## src/rtl/ps2_transmitter.sv

```systemverilog
// ps2_transmitter: byte FIFO feeding an 11-bit PS/2 frame serializer.
// One frame bit advances per en strobe; D idles high.
module ps2_transmitter #(
  parameter int DEPTH = 4,
  parameter int GAP   = 1
) (
  input  logic       CLK,
  input  logic       reset,
  input  logic       en,
  input  logic [7:0] data,
  input  logic       wr,
  output logic       full,
  output logic       empty,
  output logic       overflow,
  output logic       D,
  output logic       busy,
  output logic       done
);

  localparam int AW = (DEPTH > 1) ? $clog2(DEPTH) : 1;
  localparam int CW = AW + 1;
  localparam int GW = (GAP > 1) ? $clog2(GAP) : 1;
  localparam logic [GW-1:0] GAP_INIT = GW'((GAP > 0) ? GAP - 1 : 0);
  localparam logic [CW-1:0] CNT_FULL = CW'(DEPTH);

  typedef enum logic [2:0] {
    S_IDLE,
    S_DATA,
    S_PARITY,
    S_STOP,
    S_GAP
  } state_t;

  logic [7:0]    mem_q [DEPTH];
  logic [AW-1:0] wr_ptr_q, wr_ptr_d;
  logic [AW-1:0] rd_ptr_q, rd_ptr_d;
  logic [CW-1:0] count_q, count_d;
  logic          full_q, full_d;
  logic          empty_q, empty_d;
  logic          ovf_q, ovf_d;

  state_t        state_q, state_d;
  logic          end_q, end_d;
  logic [7:0]    shift_q, shift_d;
  logic          par_q, par_d;
  logic [2:0]    bitcnt_q, bitcnt_d;
  logic [GW-1:0] gapcnt_q, gapcnt_d;
  logic          d_q, d_d;
  logic          busy_q, busy_d;
  logic          done_q, done_d;

  logic          push;
  logic          pop;
  logic          start;
  logic [7:0]    head;

  assign head = mem_q[rd_ptr_q];
  assign push = wr && !full_q;

  always_comb begin
    state_d  = state_q;
    end_d    = end_q;
    shift_d  = shift_q;
    par_d    = par_q;
    bitcnt_d = bitcnt_q;
    gapcnt_d = gapcnt_q;
    d_d      = d_q;
    busy_d   = busy_q;
    done_d   = 1'b0;
    start    = 1'b0;
    pop      = 1'b0;

    if (en) begin
      unique case (state_q)
        S_IDLE: start = !empty_q;
        S_DATA: begin
          d_d      = shift_q[0];
          shift_d  = {1'b0, shift_q[7:1]};
          bitcnt_d = bitcnt_q + 3'd1;
          if (bitcnt_q == 3'd7) state_d = S_PARITY;
        end
        S_PARITY: begin
          d_d     = par_q;
          state_d = S_STOP;
        end
        S_STOP: begin
          if (!end_q) begin
            d_d   = 1'b1;
            end_d = 1'b1;
          end else begin
            done_d = 1'b1;
            end_d  = 1'b0;
            if (GAP > 0) begin
              state_d  = S_GAP;
              gapcnt_d = GAP_INIT;
            end else if (!empty_q) begin
              start = 1'b1;
            end else begin
              state_d = S_IDLE;
              busy_d  = 1'b0;
            end
          end
        end
        S_GAP: begin
          if (gapcnt_q == '0) begin
            if (!empty_q) begin
              start = 1'b1;
            end else begin
              state_d = S_IDLE;
              busy_d  = 1'b0;
            end
          end else begin
            gapcnt_d = gapcnt_q - GW'(1);
          end
        end
        default: state_d = S_IDLE;
      endcase
    end

    // Start action is shared by IDLE, END (GAP=0) and GAP exit.
    if (start) begin
      pop      = 1'b1;
      shift_d  = head;
      par_d    = ~^head;
      d_d      = 1'b0;
      bitcnt_d = 3'd0;
      busy_d   = 1'b1;
      end_d    = 1'b0;
      state_d  = S_DATA;
    end
  end

  always_comb begin
    wr_ptr_d = wr_ptr_q + AW'(push);
    rd_ptr_d = rd_ptr_q + AW'(pop);
    count_d  = count_q + CW'(push) - CW'(pop);
    full_d   = (count_d == CNT_FULL);
    empty_d  = (count_d == '0);
    ovf_d    = ovf_q || (wr && full_q);
  end

  always_ff @(posedge CLK) begin
    if (push) mem_q[wr_ptr_q] <= data;
  end

  always_ff @(posedge CLK) begin
    if (reset) begin
      wr_ptr_q <= '0;
      rd_ptr_q <= '0;
      count_q  <= '0;
      full_q   <= 1'b0;
      empty_q  <= 1'b1;
      ovf_q    <= 1'b0;
      state_q  <= S_IDLE;
      end_q    <= 1'b0;
      shift_q  <= '0;
      par_q    <= 1'b0;
      bitcnt_q <= '0;
      gapcnt_q <= '0;
      d_q      <= 1'b1;
      busy_q   <= 1'b0;
      done_q   <= 1'b0;
    end else begin
      wr_ptr_q <= wr_ptr_d;
      rd_ptr_q <= rd_ptr_d;
      count_q  <= count_d;
      full_q   <= full_d;
      empty_q  <= empty_d;
      ovf_q    <= ovf_d;
      state_q  <= state_d;
      end_q    <= end_d;
      shift_q  <= shift_d;
      par_q    <= par_d;
      bitcnt_q <= bitcnt_d;
      gapcnt_q <= gapcnt_d;
      d_q      <= d_d;
      busy_q   <= busy_d;
      done_q   <= done_d;
    end
  end

  assign full     = full_q;
  assign empty    = empty_q;
  assign overflow = ovf_q;
  assign D        = d_q;
  assign busy     = busy_q;
  assign done     = done_q;

endmodule

```

## config.mk

```make
export PLATFORM = sky130hd
export DESIGN_NAME = ps2_transmitter
export DESIGN_NICKNAME = d
export VERILOG_FILES = /design/src/rtl/ps2_transmitter.sv
export SDC_FILE = /design/constraint.sdc
export NUM_CORES = 1
export LEC_CHECK = 0
export CAP_MARGIN = 10
export CORE_ASPECT_RATIO = 1.75
export CORE_MARGIN = 2
export CORE_UTILIZATION = 50
export DETAILED_ROUTE_END_ITERATION = 7
export PLACE_DENSITY = 0.82
export SYNTH_ARGS = -nofsm -noshare
export SYNTH_HDL_FRONTEND = slang
export SYNTH_SLANG_ARGS = --single-unit
```

## constraint.sdc

```tcl
create_clock -name CLK -period 7.3 [get_ports CLK]
set_input_delay 1.825 -clock CLK [delete_from_list [all_inputs] [get_ports CLK]]
set_output_delay 1.825 -clock CLK [all_outputs]
set_load 0.005 [all_outputs]
```

# After elaboration in Yosys (flattened, before gate mapping)
# Memories as Yosys holds them, arrays and structs flattened. A register that Yosys moved wholly into a read port is not among the register bits.
# Index checks and enable logic that the tools add are counted.
dict set report totals {
  regBits 30
  ramBits 32
  input_bits 12
  output_inout_bits 6
  elab_cells 99
  n_memories 1
}
dict set report op_classes {
  n_addsub 6
  eq_ne 17
  n_mux 32
  bitwise 3
  n_reduce_logical 24
}
# memory words width read_ports rd_ports_with_merged_regs write_ports line_no
set memory_table {}
lappend memory_table {mem_q 4 8 1 1 1 34} ;# logic [7:0] mem_q [DEPTH];
# cell n
set ops {}
lappend ops {{$mux 8} 3}
lappend ops {{$mux 1} 20}
lappend ops {{$ne 3x3->1 const B} 5}
lappend ops {{$pmux 3 s5} 1}
lappend ops {{$mux 3} 4}
lappend ops {{$reduce_and 6->1} 2}
lappend ops {{$ne 2x2->1 const B} 5}
lappend ops {{$reduce_bool 2->1} 5}
lappend ops {{$eq 3x3->1 const B} 3}
lappend ops {{$reduce_xnor 8->1} 1}
lappend ops {{$eq 3x2->1 const B} 2}
lappend ops {{$logic_not 3->1} 2}
lappend ops {{$reduce_and 2->1} 3}
lappend ops {{$reduce_and 3->1} 2}
lappend ops {{$add 2x1->2} 2}
lappend ops {{$pmux 1 s2} 2}
lappend ops {{$reduce_and 4->1} 1}
lappend ops {{$reduce_bool 4->1} 1}
lappend ops {{$add 3x1->3} 1}
lappend ops {{$add 3x1->3 const B} 1}
lappend ops {{$eq 3x1->1 const B} 1}
lappend ops {{$not 1->1} 3}
lappend ops {{$pmux 1 s3} 1}
lappend ops {{$reduce_or 3->1} 1}
lappend ops {{8 further kinds} 10}

# Longest topological paths before layout
dict set report logic_depth {
  ltp_word 7
  ltp_mapped 13
  depth_no_buf 12
}

# Worst setup path after synthesis
# OpenSTA, ideal clock, no wires.
dict set report synth_path {
  kind {input -> register}
  start {in en}
  end {reg full_q (netlist: full)}
  setup_time_ps 78
  arrival_time_ps 3701
  required_ps 7222
  slack_ps 3521
  cell_stages 12
  n_path_buf 1
  cell_sequence {nand2_1 -> or2_2 -> clkbuf_1 -> inv_1 -> ha_1 -> inv_1 -> ha_1 -> fa_1 -> xnor2_1 -> xnor2_1 -> nand2_1 -> nor3_1}
}
dict set report synth_between {
  elab_chain_len 4
}
# item line_no
set synth_lines {}
lappend synth_lines {{start: declaration} 9} ;# input logic en,
lappend synth_lines {{$mux 1} 73} ;# if (en) begin
lappend synth_lines {{$mux 1} 121} ;# if (start) begin
lappend synth_lines {{$sub 3x1->3} 136} ;# count_d = count_q + CW'(push) - CW'(pop);
lappend synth_lines {{$eq 3x3->1} 137} ;# full_d = (count_d == CNT_FULL);
lappend synth_lines {{end signal: assignment} 167} ;# full_q <= full_d;
lappend synth_lines {{end: declaration} 38} ;# logic full_q, full_d;
# Every way passes these cells.
# A chain may end at the register's enable or synchronous reset.

# Worst setup path after layout
# Ends and elaborated chain as after synthesis.

==> impl_metrics.env <==
export IMPL_outcome="finished clean"
export IMPL_maxCapViolCount=0
export IMPL_path_max_fanout=20
export IMPL_htreeDepth=3
export IMPL_power_density_nw_per_um2=353
export IMPL_synth_yosys_seq_area_share=0.609
export IMPL_numCtsBuffers=9
export IMPL_slew_violations=0
export IMPL_num_io_pins=18
export IMPL_syn_num_nets=211
export IMPL_ys_flop_type="edfxtp_1"
export IMPL_firstDrtPassIters=4
export IMPL_num_rows=34
export IMPL_fin_area_um2=2940
export IMPL_dr_total_vias=1501
export IMPL_power_leakage_nw=1.03
export IMPL_fin_cells=272
export IMPL_tns_ps=0
export IMPL_diodes=0
export IMPL_critPathRequiredTime_ps=7560
export IMPL_dpl_cell_area_um2=2740
export IMPL_nets=232
export IMPL_r2r_start="state_q[0]"
export IMPL_clock_sinks=61
export IMPL_ctsRootBufferMaster="clkbuf_8"
export IMPL_post_cts_setup_buffers=0
export IMPL_ir_drop_mv=0.325
export IMPL_relSlewSlack=0.491
export IMPL_max_freq_mhz=243
export IMPL_grt_max_degree=21
export IMPL_io_buffers=17
export IMPL_die_y_um=98.1
export IMPL_layout_commonest_cell="edfxtp_1"
export IMPL_finalCriticalPeriod_ps=4120
export IMPL_antenna_found_initial=0
export IMPL_cts_resized=0
export IMPL_netlist_area_um2=2530
export IMPL_gp_congestion=0.740
export IMPL_hold_violations=0
export IMPL_grt_pass1_wl_um=7130
export IMPL_total_power_mw=1.04
export IMPL_fp_dieW_um=57.8
export IMPL_syn_avg_cell_area_um2=13.2
export IMPL_post_place_ws_ps=2810
export IMPL_drive_gt1_frac=0.101
export IMPL_viasPerCell=5.52
export IMPL_fin_hold_ws_ps=469
export IMPL_utilization=0.597
export IMPL_worstSetupPathType="in -> reg"
export IMPL_core_um2=4930
export IMPL_yosysUniqueCellTypes=32
export IMPL_min_period_over_period=0.564
export IMPL_critPathArrivalTime_ps=4380
export IMPL_clk_latency_ps=340
export IMPL_yosys_warnings=0
export IMPL_skew_ps=5.75
export IMPL_crit_start="en"
export IMPL_async_flop_share=0
export IMPL_rsz0062_at_grt="no"
export IMPL_clkTransAtPathRegs_ps=70
export IMPL_start_util=0.513
export IMPL_wirelength_um=4100
export IMPL_wl_per_cell_um=15.1
export IMPL_ys_ff_latch=61
export IMPL_min_from="busy"
export IMPL_grtUsageTotal=0.172
export IMPL_critPathCaptureType="flop"
export IMPL_hpwl_um=2850
export IMPL_cts_hold_buf=0
export IMPL_final_cell_mix="32 x edfxtp_1, 29 x dfxtp_1, 18 x nor2_1, 17 x clkdlybuf4s50_1, 12 x xnor2_1"
export IMPL_synth_edf_count=32
export IMPL_remaining_drc_errors=0
export IMPL_setup_ws_ps=3180
export IMPL_setup_viol=0
export IMPL_drt_iter0_markers=35
export IMPL_min_path_type="reg -> reg"
export IMPL_synthCells=192
export IMPL_die_area_um2=5670
export IMPL_area_delta_synth_final_pct=16.3
export IMPL_start_kind="input pin"
export IMPL_grt_pass1_vias=1534
export IMPL_grt_ovfl_total=0
export IMPL_ant_nets=0
export IMPL_cts_tree="yes"
export IMPL_cts_path_max_buffers=2
export IMPL_worst_pin_slew_ps=761
export IMPL_placedCellCount=256
[area by class of cell]
type                            count  area (um^2)
Sequential cell                    61         1540
Tap cell                           54         67.6
Timing Repair Buffer               19          185
Clock inverter                      7         80.1
Clock buffer                        9          124
Multi-Input combinational cell    113          912
Fill cell                         385         1990
Inverter                            9         33.8
[per-layer routing]
metal	part of all wire	global-route usage	routed length, um	vias to the layer above
met2	0.56	0.297	2310	19
met1	0.38	0.177	1560	730
met5	0	0	0	-
li1	-	-	-	745
met4	0.027	0.0966	110	0
met3	0.030	0.0570	123	7
[Yosys cell counts, types with 2 or more instances]
master,instances,area share
mux4_2,2,0.018
mux2i_1,10,0.040
a21oi_1,8,0.016
clkbuf_1,6,0.0089
o31ai_1,2,0.0059
dfxtp_1,29,0.23
nand3_1,3,0.0059
ha_1,6,0.030
inv_1,9,0.013
a211oi_1,7,0.021
a31oi_1,2,0.0049
edfxtp_1,32,0.38
buf_2,2,0.0040
nand2_1,10,0.015
xnor2_1,12,0.042
nor3_1,2,0.0040
and3_1,2,0.0049
nand3b_1,2,0.0059
o21ai_0,5,0.0099
nand2b_1,3,0.0074
nor2_1,18,0.027
nor2b_1,5,0.012
mux4_1,6,0.062
[critical path: stages]
cell and delay, ps:
clkdlybuf4s50_1 570, nand2_1 60, or2_2 430, inv_1 160, ha_1 140, inv_1 40
ha_1 180, fa_1 380, xnor2_1 190, xnor2_1 160, nand2_1 90, nor3_1 140
[final timing paths]
check | slack (ps) | endpoint | cells past startpoint
setup / recovery | 3180 | full | 12
hold / removal | 470 | busy | 2
setup reg to reg | 4500 | full | 12
hold reg to reg | 470 | busy | 2
[registers in the layout, summed over array words and instances (netlist names), 2 cells and up]
register / count
mem_q: 32
shift_q: 8
bitcnt_q: 3
count_q: 3
state_q: 3
rd_ptr_q: 2
wr_ptr_q: 2
[power breakdown]
part / internal [mW] / switching, mW / total (mW)
Clock: 0.161 / 0.139 / 0.300
Combinational: 0.142 / 0.132 / 0.274
Sequential: 0.427 / 0.0377 / 0.465
[kinds of logic after synthesis]
family	Yosys count	share of synthesized area
DFF	61	0.609
xor gates and xnor gates	13	0.0450
muxes	18	0.120
buffers and inverters	18	0.0306
and+or+nand+nor	49	0.0924
AOI/OAI and AO/OA	26	0.0657
adders and majority gates	7	0.0376
No activity file was read; power rests on OpenSTA's default activity.
